`config.mk`:
```
export PLATFORM = sky130hd
export DESIGN_NAME = alu_arbiter
export DESIGN_NICKNAME = d
export VERILOG_FILES = /design/src/rtl/alu_pkg.sv /design/src/rtl/rr_arb2.sv /design/src/rtl/alu_arbiter.sv
export SDC_FILE = /design/constraint.sdc
export NUM_CORES = 1
export LEC_CHECK = 0
export ABC_AREA = 0
export CAP_MARGIN = 20
export CORE_MARGIN = 1.5
export CORE_UTILIZATION = 38
export CTS_CLUSTER_DIAMETER = 150
export DETAILED_ROUTE_END_ITERATION = 10
export HOLD_SLACK_MARGIN = 0.12
export PLACE_DENSITY = 0.8
export SYNTH_ARGS = -nofsm -noshare
export SYNTH_HDL_FRONTEND = slang
export SYNTH_SLANG_ARGS = --single-unit
```
`constraint.sdc`:
```
create_clock -name clk -period 2 [get_ports clk]
set_clock_uncertainty 0.2 [all_clocks]
set_input_delay 0.2 -clock clk [delete_from_list [all_inputs] [get_ports clk]]
set_output_delay 0.2 -clock clk [all_outputs]
set_load 0.02 [all_outputs]
```
`src/rtl/alu_pkg.sv`:
```
// Shared constants, FSM state type and opcode names for the ALU arbiter and its benches.
// The arbiter itself never decodes opcodes; the names exist for stimulus readability.
package alu_pkg;

  localparam int unsigned WIDTH = 16;
  localparam int unsigned OPC_W = 3;

  typedef enum logic [1:0] {
    StIdle,
    StExec,
    StResp
  } arb_state_t;

  localparam logic [OPC_W-1:0] OPC_ADDC    = 3'd0;
  localparam logic [OPC_W-1:0] OPC_ADDHALF = 3'd1;
  localparam logic [OPC_W-1:0] OPC_MAX     = 3'd2;
  localparam logic [OPC_W-1:0] OPC_TRIPLE  = 3'd3;
  localparam logic [OPC_W-1:0] OPC_AND     = 3'd4;
  localparam logic [OPC_W-1:0] OPC_OR      = 3'd5;
  localparam logic [OPC_W-1:0] OPC_NOT     = 3'd6;
  localparam logic [OPC_W-1:0] OPC_ZERO    = 3'd7;

  function automatic logic [1:0] id_to_onehot(input logic id);
    return id ? 2'b10 : 2'b01;
  endfunction

endpackage

```
`src/rtl/rr_arb2.sv`:
```
// Two-way round-robin grant: a lone request wins outright, a tie goes to the
// requester that was not served last.
module rr_arb2 (
  input  logic [1:0] req,
  input  logic       last_id,
  output logic [1:0] grant
);

  always_comb begin
    grant = 2'b00;
    unique case (req)
      2'b01:   grant = 2'b01;
      2'b10:   grant = 2'b10;
      2'b11:   grant = last_id ? 2'b01 : 2'b10;
      default: grant = 2'b00;
    endcase
  end

endmodule

```
`src/rtl/alu_arbiter.sv`:
```
// Shares one external combinational ALU between two requesters: the winning operation is
// registered into the ALU inputs, its result captured after one cycle and handed back.
module alu_arbiter #(
  parameter int unsigned WIDTH = alu_pkg::WIDTH,
  parameter int unsigned OPC_W = alu_pkg::OPC_W
) (
  input  logic                    clk,
  input  logic                    rst,
  // Request side
  input  logic [1:0]              req_valid,
  output logic [1:0]              req_ready,
  input  logic [OPC_W-1:0]        req_opc0,
  input  logic [OPC_W-1:0]        req_opc1,
  input  logic signed [WIDTH-1:0] req_m0,
  input  logic signed [WIDTH-1:0] req_m1,
  input  logic signed [WIDTH-1:0] req_n0,
  input  logic signed [WIDTH-1:0] req_n1,
  input  logic [1:0]              req_c,
  // Response side
  output logic [1:0]              rsp_valid,
  input  logic [1:0]              rsp_ready,
  output logic [WIDTH-1:0]        rsp_f,
  output logic                    rsp_neg,
  output logic                    rsp_zer,
  output logic                    rsp_id,
  // External ALU
  output logic signed [WIDTH-1:0] alu_m,
  output logic signed [WIDTH-1:0] alu_n,
  output logic                    alu_c,
  output logic [OPC_W-1:0]        alu_opc,
  input  logic [WIDTH-1:0]        alu_f,
  input  logic                    alu_neg,
  input  logic                    alu_zer,
  output logic                    busy
);

  import alu_pkg::*;

  arb_state_t state_q, state_d;
  logic       owner_q;
  logic       last_q;
  logic [1:0] grant;
  logic       grant_id;
  logic       accept;

  rr_arb2 u_rr_arb2 (
    .req     (req_valid),
    .last_id (last_q),
    .grant   (grant)
  );

  assign grant_id = grant[1];

  // Gated by rst so no handshake can appear while the block is being reset.
  assign req_ready = (state_q == StIdle && !rst) ? grant : 2'b00;
  assign accept    = |(req_valid & req_ready);

  assign rsp_valid = (state_q == StResp) ? id_to_onehot(owner_q) : 2'b00;
  assign rsp_id    = owner_q;

  always_comb begin
    state_d = state_q;
    unique case (state_q)
      StIdle: begin
        if (accept) state_d = StExec;
      end
      StExec: begin
        state_d = StResp;
      end
      StResp: begin
        if (rsp_ready[owner_q]) state_d = StIdle;
      end
      default: begin
        state_d = StIdle;
      end
    endcase
  end

  always_ff @(posedge clk) begin
    if (rst) begin
      state_q <= StIdle;
      owner_q <= 1'b0;
      last_q  <= 1'b1;
      busy    <= 1'b0;
    end else begin
      state_q <= state_d;
      busy    <= (state_d != StIdle);
      if (accept) begin
        owner_q <= grant_id;
        last_q  <= grant_id;
      end
    end
  end

  // ALU operand registers keep their last value until the next accepted request.
  always_ff @(posedge clk) begin
    if (rst) begin
      alu_m   <= '0;
      alu_n   <= '0;
      alu_c   <= 1'b0;
      alu_opc <= '0;
    end else if (accept) begin
      alu_m   <= grant_id ? req_m1   : req_m0;
      alu_n   <= grant_id ? req_n1   : req_n0;
      alu_opc <= grant_id ? req_opc1 : req_opc0;
      alu_c   <= req_c[grant_id];
    end
  end

  always_ff @(posedge clk) begin
    if (rst) begin
      rsp_f   <= '0;
      rsp_neg <= 1'b0;
      rsp_zer <= 1'b0;
    end else if (state_q == StExec) begin
      rsp_f   <= alu_f;
      rsp_neg <= alu_neg;
      rsp_zer <= alu_zer;
    end
  end

endmodule
```
==> results of run 1 <==
-- synthesized netlist by cell type (all sizes together) --
cell	n
dfxtp	59
nor2	8
clkbuf	13
a21boi	1
nand2	67
nor3b	30
nor3	1
a21oi	26
or3	1
mux2i	1
and3	1
o21ai	4
nor4	30
buf	21
inv	4
and2	1
o31ai	6
or2	1
a211oi	30
nor2b	3
nand2b	2
o211ai	7
-- metal layers --
layer | vias up | track usage, % | wire, um
met5 | - | 0 | 0
met4 | 0 | 9.53 | 153
met3 | 11 | 3.98 | 487
met2 | 91 | 38.9 | 4290
met1 | 1364 | 27.3 | 3670
li1 | 1449 | - | -
-- cell families after synthesis --
kind of cell,Yosys count,share of synthesized area (%)
buf+inv,38,7.86
mux,1,0.374
compound gates,74,18.1
flops,59,44.2
simple gates,145,29.5
-- power breakdown --
part           leakage [nW]  switching [mW]  internal, mW  total, mW
combinational          1.05           0.522         0.582       1.10
sequential            0.489          0.0813          1.32       1.41
clock                 0.106           0.464         0.642       1.11
-- cell type report --
type | count | area (um^2)
Tap cell | 96 | 120
Inverter | 4 | 15.0
Clock buffer | 12 | 155
Sequential cell | 59 | 1180
Timing Repair Buffer | 177 | 1770
Clock inverter | 4 | 48.8
Fill cell | 578 | 2200
Multi-Input combinational cell | 220 | 1300
-- worst register-to-register path, delay by kind of cell, from the launching register on --
| kind | cells | cell delay (ns) |
|---|---|---|
| flops | 1 | 0.36 |
| buf+inv | 1 | 0.20 |
| compound gates | 1 | 0.08 |
| simple gates | 2 | 0.91 |
-- how the worst max path moves through the flow --
stage	to	slack [ns]	cells past startpoint
floorplan	alu_c$_SDFFE_PP0P_	0.41	5
global placement	req_ready[0]	-0.16	4
detailed placement	req_ready[0]	-0.17	4
CTS	req_ready[0]	0.11	3
global route	alu_n[0]$_SDFFE_PP0P_	0.03	4
finish	alu_c$_SDFFE_PP0P_	0.12	4
-- registers in the layout, indices dropped and copies added (netlist names) --
name and cells:
rsp_neg 1, last_q 1, alu_m 16, rsp_f 16, alu_opc 3, rsp_id 1, state_q 2, rsp_zer 1
alu_c 1, busy 1, alu_n 16
==> flow_summary.toml, run 1 <==
[run_status]
status = "complete, no violations"

[synth]
synth_area_um2 = 2670
ys_types = 29
yosysTopAreaCell = "dfxtp_1"
postSynthAreaPerCell_um2 = 8.43
synth_top_area_share_pct = 44.2
synth_cells = 317
synth.area.top_cells = "dfxtp_1 (44%), nand2_1 (9.4%), a211oi_1 (8.4%), nor3b_1 (8.4%), nor4_1 (6.1%)"
ys_warn_count = 0
ys_seq_elements = 59
synth-seq-area-share_pct = 44.2
synth.net_count = 413

[setup_path]
cp_top_family = "simple AND/OR/NAND/NOR gates"
rr_endpoint = "alu_c$_SDFFE_PP0P_"
worstPathMaxFanout = 27
r2r_start = "state_q[0]$_SDFF_PP0_"
reg2reg_depth = 4
crit_path_cell_trace = "or3_2 > buf_12 > nor4_1 > a211oi_1"
crit_path_max_incr_delay_ns = 0.58
critPathRequiredTime_ns = 2.00
cp_slowest_cell = "or3_2"
setup.worst_path.end_class = "register"
cp_num_buf_inv = 1
worst_setup_path_start_kind = "register"
r2r_setup_slack_ns = 0.12
crit_start = "state_q[0]$_SDFF_PP0_"
crit_type = "register to register"
arrival_ns = 1.88

[placed_design]
place_area_um2 = 4390
dp.cells = 556
pre_cts_slack_ns = -0.170
hpwl_mm = 6.24
io_buffers = 155
gp_congestion = 0.762

[power]
p_leak_nw = 1.65
power_density_nw_per_um2 = 787
ir_drop_mv = 0.445
power_mw = 3.62

[routing]
ant_nets = 0
vias_per_cell = 5.10
routedWlPerCell_um = 15.0
drc = 0
routed_wirelength_mm = 8.60
drt_iter0_markers = 94
firstDrtPassIters = 4
vias = 2915

[timing]
relSlewSlack_pct = 56.4
fin_setup_tns_ns = 0
worstMarginPinSlew_ns = 0.654
setup_viol_count_final = 0
hold_viol_final = 0
fin_crit_sh_pct = 93.9
drv_slew = 0
fin_ws_ns = 0.121
fmax_mhz = 532
min_period_ns = 1.88
hold_slack_ns = 0.215
rsz0062_at_grt = "no"

[clock_tree]
hold_buffers = 0
post_cts_resized = 5
cts_buffers = 9
cts_setup_buffers = 0
clock_latency_ns = 0.33
clk_pin_slew_worst_paths_ns = 0.07
cts_max_level = 3
clock_sinks = 59
cts.path.max_buffers = 2
clock-root-buffer = "clkbuf_8"
cts_tree = "built"

[floorplan]
num_rows = 30
dieWidth_um = 86.9
pin_count = 156
start_util_pct = 39.4
die_h_um = 86.9
dieArea_um2 = 7550
core_area_um2 = 6790

[grt]
grt_pass1_vias = 2764
grt_usage_pct = 22.4
grt_pass1_wl_mm = 13.3
grt_max_degree = 41
antenna_found_initial = 0
grt_remaining_overflow = 0

[worst_hold_path]
min_path_cells = 3
min-delay-start = "alu_f[11]"
worstHoldPathType = "input pin to register"
hold_end = "rsp_f[11]$_SDFFE_PP0N_"

[layout]
nNetsFinal = 567
final_cell_mix = "clkdlybuf4s50_1 (151), nand2_1 (67), dfxtp_1 (59)"
mostFrequentLayoutCell = "clkdlybuf4s50_1"
final_layout_size_suffix_gt1_share_pct = 9.87
finalInstanceArea_um2 = 4590
area_growth_pct = 71.8
antennaDiodeCount = 0
final_util_pct = 67.6
final_cells = 572

[run]
cap_violations = 0
(Power assumes the default switching activity.)
==> inputs of run 2 (changes only) <==
--- a/config.mk
+++ b/config.mk
@@ -6,11 +6,11 @@
 export NUM_CORES = 1
 export LEC_CHECK = 0
 export ABC_AREA = 0
-export CAP_MARGIN = 20
 export CORE_MARGIN = 1.5
 export CORE_UTILIZATION = 38
 export CTS_CLUSTER_DIAMETER = 150
 export DETAILED_ROUTE_END_ITERATION = 10
+export GPL_ROUTABILITY_DRIVEN = 0
 export HOLD_SLACK_MARGIN = 0.12
 export PLACE_DENSITY = 0.8
 export SYNTH_ARGS = -nofsm -noshare
==> constraint.sdc (replaced) <==
create_clock -name clk -period 2 [get_ports clk]
set_clock_uncertainty 0.2 [all_clocks]
set_input_delay 0.2 -clock clk [delete_from_list [all_inputs] [get_ports clk]]
set_output_delay 0.2 -clock clk [all_outputs]
set_load 0.005 [all_outputs]
==> flow_summary.toml, run 2 (same netlist as run 1, synthesis figures left out) <==
[setup_path]
crit_path_cell_trace = "nor2b_2 > nor2b_1 > clkdlybuf4s50_1"
worst_setup_path_start_kind = "register"
r2r_start = "state_q[0]$_SDFF_PP0_"
crit_path_max_incr_delay_ns = 0.52
critPathRequiredTime_ns = 1.60
reg2reg_depth = 4
r2r_setup_slack_ns = 0.17
cp_top_family = "buffers and inverters"
cp_num_buf_inv = 1
worstPathMaxFanout = 6
arrival_ns = 1.52
rr_endpoint = "alu_m[10]$_SDFFE_PP0P_"
crit_start = "state_q[1]$_SDFF_PP0_"
crit_type = "register to output port"
cp_slowest_cell = "clkdlybuf4s50_1"
setup.worst_path.end_class = "output port"

[grt]
antenna_found_initial = 0
grt_pass1_vias = 2620
grt_pass1_wl_mm = 12.7
grt_remaining_overflow = 0
grt_usage_pct = 21.6
grt_max_degree = 62

[power]
p_leak_nw = 1.61
power_mw = 3.39
ir_drop_mv = 0.410
power_density_nw_per_um2 = 745

[worst_hold_path]
min_path_cells = 3
worstHoldPathType = "input pin to register"
hold_end = "rsp_f[12]$_SDFFE_PP0N_"
min-delay-start = "alu_f[12]"

[timing]
relSlewSlack_pct = 53.5
min_period_ns = 1.92
hold_viol_final = 0
worstMarginPinSlew_ns = 0.697
fin_crit_sh_pct = 96.2
setup_viol_count_final = 0
fmax_mhz = 520
rsz0062_at_grt = "no"
drv_slew = 0

[routing]
drc = 0
ant_nets = 0
routed_wirelength_mm = 8.42
drt_iter0_markers = 83
vias_per_cell = 5.14
firstDrtPassIters = 5
routedWlPerCell_um = 14.8
vias = 2920

[run]
cap_violations = 0

[floorplan]
die_h_um = 86.9
dieArea_um2 = 7550
start_util_pct = 39.4
dieWidth_um = 86.9
num_rows = 30
core_area_um2 = 6790
pin_count = 156

[clock_tree]
clk_pin_slew_worst_paths_ns = 0.06
post_cts_resized = 5
cts_buffers = 9
clock_latency_ns = 0.32
cts.path.max_buffers = 2
cts_setup_buffers = 0
cts_tree = "built"
clock_sinks = 59
cts_max_level = 3
hold_buffers = 0
clock-root-buffer = "clkbuf_8"

[layout]
final_layout_size_suffix_gt1_share_pct = 9.11
finalInstanceArea_um2 = 4540
reg.largest.list = "alu_m x16, alu_n x16, rsp_f x16"
fill_cells = 570
nNetsFinal = 563
final_cell_mix = "clkdlybuf4s50_1 (153), nand2_1 (67), dfxtp_1 (57)"
mostFrequentLayoutCell = "clkdlybuf4s50_1"
area_growth_pct = 69.9
antennaDiodeCount = 0

[placed_design]
hpwl_mm = 6.02
place_area_um2 = 4350
io_buffers = 155

[run_status]
status = "complete, no violations"
==> run 2: changes by cell type in the layout (fill, tap and decap cells not counted), sizes merged <==
cell | before | now
clkbuf | 12 | 14
clkinv | 3 | 1
dlygate4sd2 | 4 | 2
clkdlybuf4s50 | 151 | 153
buf | 22 | 18
==> run 2: power breakdown <==
part	switching, mW	total [mW]	internal, mW
Combinational	0.355	0.924	0.569
Sequential	0.0824	1.41	1.33
Clock	0.444	1.05	0.610
Total	0.882	3.39	2.50
==> run 2: worst min-delay path: cells and delay by family <==
kind            cells  cell delay [ns]
buf+inv             1             0.39
compound gates      1             0.05
simple gates        1             0.06
==> run 2: per-stage QoR <==
stage / setup TNS (ns) / utilization (%) / hold WS, ns / setup WS, ns / instances
global placement: 0 / 64.0 / 0.242 / 0.00806 / 552
detailed placement: -0.319 / 64.0 / 0.247 / -0.0687 / 552
CTS: 0 / 66.8 / 0.206 / 0.0243 / 568
global route: 0 / 66.9 / 0.222 / 0.000539 / 568
finish: 0 / 66.9 / 0.221 / 0.0754 / 568
floorplan: 0 / - / 0.136 / 0.409 / 317
==> run 2: layout make-up <==
| cell class | instances | area [um^2] | share of cell area (%) |
|---|---|---|---|
| multi-input combinational | 220 | 1300 | 28.7 |
| inverter | 4 | 15.0 | 0.330 |
| timing repair buffer | 173 | 1730 | 38.2 |
| clock inverter | 2 | 35.0 | 0.771 |
| clock buffer | 14 | 153 | 3.36 |
| sequential | 59 | 1180 | 26.1 |
| tap | 96 | 120 | 2.64 |
==> run 2: worst max path at each step <==
| stage | slack [ns] | to | cells after the start |
|---|---|---|---|
| floorplan | 0.41 | alu_c$_SDFFE_PP0P_ | 5 |
| global placement | 0.008 | alu_n[12]$_SDFFE_PP0P_ | 5 |
| detailed placement | -0.07 | alu_m[10]$_SDFFE_PP0P_ | 5 |
| CTS | 0.02 | rsp_valid[0] | 3 |
| global route | 0.0005 | rsp_valid[0] | 3 |
| finish | 0.08 | rsp_valid[0] | 3 |
==> run 2: per-layer routing <==
metal	global-route usage [%]	part of all wire, %
met1	26.3	42
met2	36.4	50
met3	5.40	6.3
met4	8.80	1.8
met5	0	0
